**config.mk**
```make
export PLATFORM = sky130hd
export DESIGN_NAME = mem_port_arbiter
export DESIGN_NICKNAME = d
export VERILOG_FILES = /design/src/rtl/mem_port_arbiter.sv
export SDC_FILE = /design/constraint.sdc
export NUM_CORES = 1
export LEC_CHECK = 0
export BUFFER_PORTS_ARGS = -buffer_cell sky130_fd_sc_hd__buf_2
export CAP_MARGIN = 10
export CORE_AREA = 2 2 107 109
export CTS_BUF_LIST = sky130_fd_sc_hd__clkbuf_16
export DETAILED_ROUTE_END_ITERATION = 12
export DIE_AREA = 0 0 109 111
export PLACE_DENSITY = 0.61
export SETUP_SLACK_MARGIN = 0.2
export SLEW_MARGIN = 20
export SYNTH_ARGS = -nofsm -noshare
export SYNTH_HDL_FRONTEND = slang
export SYNTH_SLANG_ARGS = --single-unit
```
**constraint.sdc**
```tcl
create_clock -name clk -period 4 [get_ports clk]
set_clock_uncertainty 0.15 [all_clocks]
set_input_delay 1 -clock clk [delete_from_list [all_inputs] [get_ports clk]]
set_output_delay 1 -clock clk [all_outputs]
set_load 0.03 [all_outputs]
```
**src/rtl/mem_port_arbiter.sv**
```systemverilog
// Shares one single-ported memory between the fetch port and the load/store port.
// One transaction in flight; data has priority, bounded by a fetch-fairness streak limit.
module mem_port_arbiter #(
  parameter int MAX_D_STREAK   = 4,
  parameter int TIMEOUT_CYCLES = 255
) (
  input  logic        clk,
  input  logic        rst,
  input  logic        if_req_i,
  input  logic [31:0] if_addr_i,
  output logic        if_gnt_o,
  output logic        if_rvalid_o,
  output logic [31:0] if_rdata_o,
  input  logic        d_req_i,
  input  logic        d_we_i,
  input  logic [3:0]  d_be_i,
  input  logic [31:0] d_addr_i,
  input  logic [31:0] d_wdata_i,
  output logic        d_gnt_o,
  output logic        d_rvalid_o,
  output logic [31:0] d_rdata_o,
  output logic        mem_req_o,
  output logic        mem_we_o,
  output logic [3:0]  mem_be_o,
  output logic [31:0] mem_addr_o,
  output logic [31:0] mem_wdata_o,
  input  logic        mem_gnt_i,
  input  logic        mem_rvalid_i,
  input  logic [31:0] mem_rdata_i,
  output logic        err_o,
  output logic        busy_o
);

  localparam int TW = $clog2(TIMEOUT_CYCLES + 1);
  localparam int SW = $clog2(MAX_D_STREAK + 1);
  localparam logic [TW-1:0] TMO_LAST   = TW'(TIMEOUT_CYCLES - 1);
  localparam logic [TW-1:0] TMO_ONE    = TW'(1);
  localparam logic [SW-1:0] STREAK_MAX = SW'(MAX_D_STREAK);
  localparam logic [SW-1:0] STREAK_ONE = SW'(1);

  typedef enum logic [1:0] {S_IDLE, S_REQ, S_WAIT} state_e;

  state_e        state_q, state_d;
  logic          owner_q, owner_d;     // 1 = data port owns the transaction
  logic [SW-1:0] streak_q, streak_d;
  logic [TW-1:0] tmo_q, tmo_d;

  logic data_win;
  logic tmo_expired;

  assign data_win    = d_req_i && !(if_req_i && (streak_q == STREAK_MAX));
  assign tmo_expired = (tmo_q == TMO_LAST);

  always_ff @(posedge clk or negedge rst) begin
    if (!rst) begin
      state_q  <= S_IDLE;
      owner_q  <= 1'b0;
      streak_q <= '0;
      tmo_q    <= '0;
    end else begin
      state_q  <= state_d;
      owner_q  <= owner_d;
      streak_q <= streak_d;
      tmo_q    <= tmo_d;
    end
  end

  always_comb begin
    state_d  = state_q;
    owner_d  = owner_q;
    streak_d = streak_q;
    tmo_d    = tmo_q;
    case (state_q)
      S_IDLE: begin
        if (!if_req_i) streak_d = '0;
        if (if_req_i || d_req_i) begin
          state_d = S_REQ;
          owner_d = data_win;
          // The streak only counts data wins taken while fetch is waiting.
          if (if_req_i) begin
            if (!data_win) streak_d = '0;
            else if (streak_q != STREAK_MAX) streak_d = streak_q + STREAK_ONE;
          end
        end
      end
      S_REQ: begin
        if (mem_gnt_i) begin
          state_d = S_WAIT;
          tmo_d   = '0;
        end
      end
      S_WAIT: begin
        if (mem_rvalid_i || tmo_expired) state_d = S_IDLE;
        else tmo_d = tmo_q + TMO_ONE;
      end
      default: state_d = S_IDLE;
    endcase
  end

  always_comb begin
    if_gnt_o    = 1'b0;
    if_rvalid_o = 1'b0;
    if_rdata_o  = '0;
    d_gnt_o     = 1'b0;
    d_rvalid_o  = 1'b0;
    d_rdata_o   = '0;
    mem_req_o   = 1'b0;
    mem_we_o    = 1'b0;
    mem_be_o    = '0;
    mem_addr_o  = '0;
    mem_wdata_o = '0;
    err_o       = 1'b0;
    busy_o      = (state_q != S_IDLE);
    case (state_q)
      S_REQ: begin
        mem_req_o = 1'b1;
        if (owner_q) begin
          mem_we_o    = d_we_i;
          mem_be_o    = d_be_i;
          mem_addr_o  = d_addr_i;
          mem_wdata_o = d_wdata_i;
          d_gnt_o     = mem_gnt_i;
        end else begin
          mem_be_o   = 4'hF;
          mem_addr_o = if_addr_i;
          if_gnt_o   = mem_gnt_i;
        end
      end
      S_WAIT: begin
        // A timeout completes the transaction with zero data and an error pulse.
        err_o = !mem_rvalid_i && tmo_expired;
        if (owner_q) begin
          d_rvalid_o = mem_rvalid_i || tmo_expired;
          d_rdata_o  = mem_rvalid_i ? mem_rdata_i : '0;
        end else begin
          if_rvalid_o = mem_rvalid_i || tmo_expired;
          if_rdata_o  = mem_rvalid_i ? mem_rdata_i : '0;
        end
      end
      default: ;
    endcase
  end

endmodule

```
==> metrics.txt <==
Max transition margin=0.4676; CTS max path bufs=2; arrival time worst endpoint=2110 ps; vias in the first global route=approximately 2.6k; Reg clk slew, reported paths=roughly 50 ps; grt met2 use=0.2464; multi-input logic area=about 1500 um2; DR DRC count=0; die width=109 um; grt met3 use=0.03586; final period utilization=0.8144; Pre-antenna DRT Iters=7; Starting DRT DRC Count=around 120; Final nets=720; crit-path max FO=35; static leakage=approximately 2.4 nW; Worst setup SP type=input port; area grow syn2layout=76.41%; Largest delay share family, worst path=simple AND/OR/NAND/NOR gates; Die H=about 110 um; CP Class=in2out; top-area cell type share of the netlist area=0.1862; Util after Layout=0.3210; Peak Freq=around 0.3 GHz; Antenna Violating Nets Remaining=0; port bufs=278; post-synthesis average cell area=about 6.3 um2; min cycle time layout=approximately 3300 ps; DP Wirelength=around 7400 um; Sink Count=14; setup tns final=0 ps; gr busiest metal=met2; WL final=9064 um; Least-Margin Pin Slew=about 800 ps; GPL Wtd Cong=roughly 0.8; most frequent CP cell=buf_2; worst hold slack=around 340 ps; VDD IR max=between 0.3 and 0.4 mV; Power Dens Cells=between 600 and 700 nW/um2; Hold WC Path Type=reg2reg; initial antenna violation count=1; Rows=39; Root Driver=clkbuf_16; crit path buf inv count=2; hold buffers post-CTS=0; largest net degree at the start of global routing=73; clk_lat worst skew=approximately 240 ps; Cell Chain, Critical Path=buf_2, nor4bb_4, nor2b_1, buf_2; Wirelength per Cell=12.61 um; Via Count=just over 3k; register bit total from synthesis=14; Vias/cell=roughly 4.3; Main synth FF type=dfrtp_1; final setup violating endpoints=0; Max Cap Viol=0; Mapped Nets=approximately 460; first-pass GRT wire length=between 10000 and 15000 um; fraction of layout cells with a size suffix above 1=0.5069; remaining global-route overflow=0; WP data required=~2900 ps; Die ar.=approximately 12000 um2; Post-CTS Setup Bufs=0; mapped cell area=just over 2000 um2; Post-synth EDFFs=0; Gate Count Post-Synth=approximately 320; GRT met1 Usage=0.1516; I/O pin cnt=roughly 280; Slew Limit Fails=0; Hold Vio Cnt, Final=0; TritonCTS buffer count=3; Distinct cells, synth=34; Max stage delay cell, worst path=nor4bb_4; filler cell count=roughly 1.2k; htree depth=1; top cells by area, synth=nor2_1, dfrtp_1, mux2i_1; status=finished clean; Total GRT Usage=0.1325; Synth Warn #=0; Worst setup EP type=output port; RSZ-0062 raised after global routing=false; post-CTS resize count=0; CP max stage delay=~420 ps; sequential share of the synthesized area=0.1738; Synth area leader=nor2_1; CTS tree=done; most common cell in the netlist=nor2_1; antenna diode count=0; core area=~11000 um2; Async S/R FF share, synth=1.000; register area=between 300 and 400 um2; Starting Density=0.1820; synth cell count leaders=nor2_1, nand2_1, and3_1
[area by class of cell]
class | instances | area share
clock buffers | 3 | 0.02111
clock inverters | 1 | 0.001056
inverters | 10 | 0.01056
multi-input cells | 266 | 0.4184
flip-flops and latches | 14 | 0.09887
well taps | 143 | 0.05032
repair buffers | 282 | 0.3997
[path summary, 6_finish.rpt]
| path | startpoint | endpoint | slack (ps) | cells past startpoint |
|---|---|---|---|---|
| setup / recovery | mem_rvalid_i | err_o | 740 | 4 |
| hold / removal | tmo_q[4] | tmo_q[4] | 340 | 1 |
| setup reg to reg | state_q[0] | tmo_q[5] | 2150 | 5 |
| hold reg to reg | tmo_q[4] | tmo_q[4] | 340 | 1 |
| max in group asynchronous | rst | owner_q | 2930 | 1 |
| min in group asynchronous | rst | streak_q[0] | 500 | 1 |
[cell usage in the layout (no fill, tap or decap), types with 2 or more instances in the layout]
master and instances:
buf_2 278, o21ai_0 3, buf_4 4, nor2b_1 2
mux2i_1 35, nand3_1 4, a211oi_1 2, dfrtp_1 13
nand2b_1 3, and3_1 36, ha_1 4, inv_1 9
a31oi_1 4, nor2_1 100, and2_1 2, nand2_1 47
clkbuf_16 3, a21oi_1 10, and4b_1 2
[state kept, by name, summed over array words and instances (netlist names)]
name and flops:
owner_q 1, state_q 2, tmo_q 8, streak_q 3
[metal layers]
| metal | up-vias | wire [um] |
|---|---|---|
| li1 | 1565 | - |
| met1 | 1323 | 3463 |
| met2 | 188 | 4468 |
| met3 | 7 | 1080 |
| met4 | 0 | 52 |
| met5 | - | 0 |
[cells by family after synthesis]
family	synth area share
buf+inv	0.08813
mux	0.1738
fa+ha+maj	0.02483
flops	0.1738
simple gates	0.4680
compound gates	0.07138
[report_power, final]
group	switching, mW	internal, mW	total, mW
Clock	0.0588	0.132	0.191
Sequential	0.0609	0.181	0.242
Combinational	1.25	0.539	1.79
[stage by stage]
| stage | total power, mW | worst slack, ps | instances | cell area [um2] |
|---|---|---|---|---|
| 6_report | 2.227 | 742.5 | 719 | 3556 |
| 3_5_place_dp | 2.048 | 752.3 | 715 | 3477 |
| 5_1_grt | 2.383 | 652.3 | 719 | 3556 |
| 4_1_cts | 2.248 | 750.3 | 719 | 3556 |
| 2_1_floorplan | 1.582 | 872.0 | 319 | 2016 |
| 3_3_place_gp | 2.062 | 776.7 | 715 | 3477 |
No activity file was read; power rests on OpenSTA's default activity.
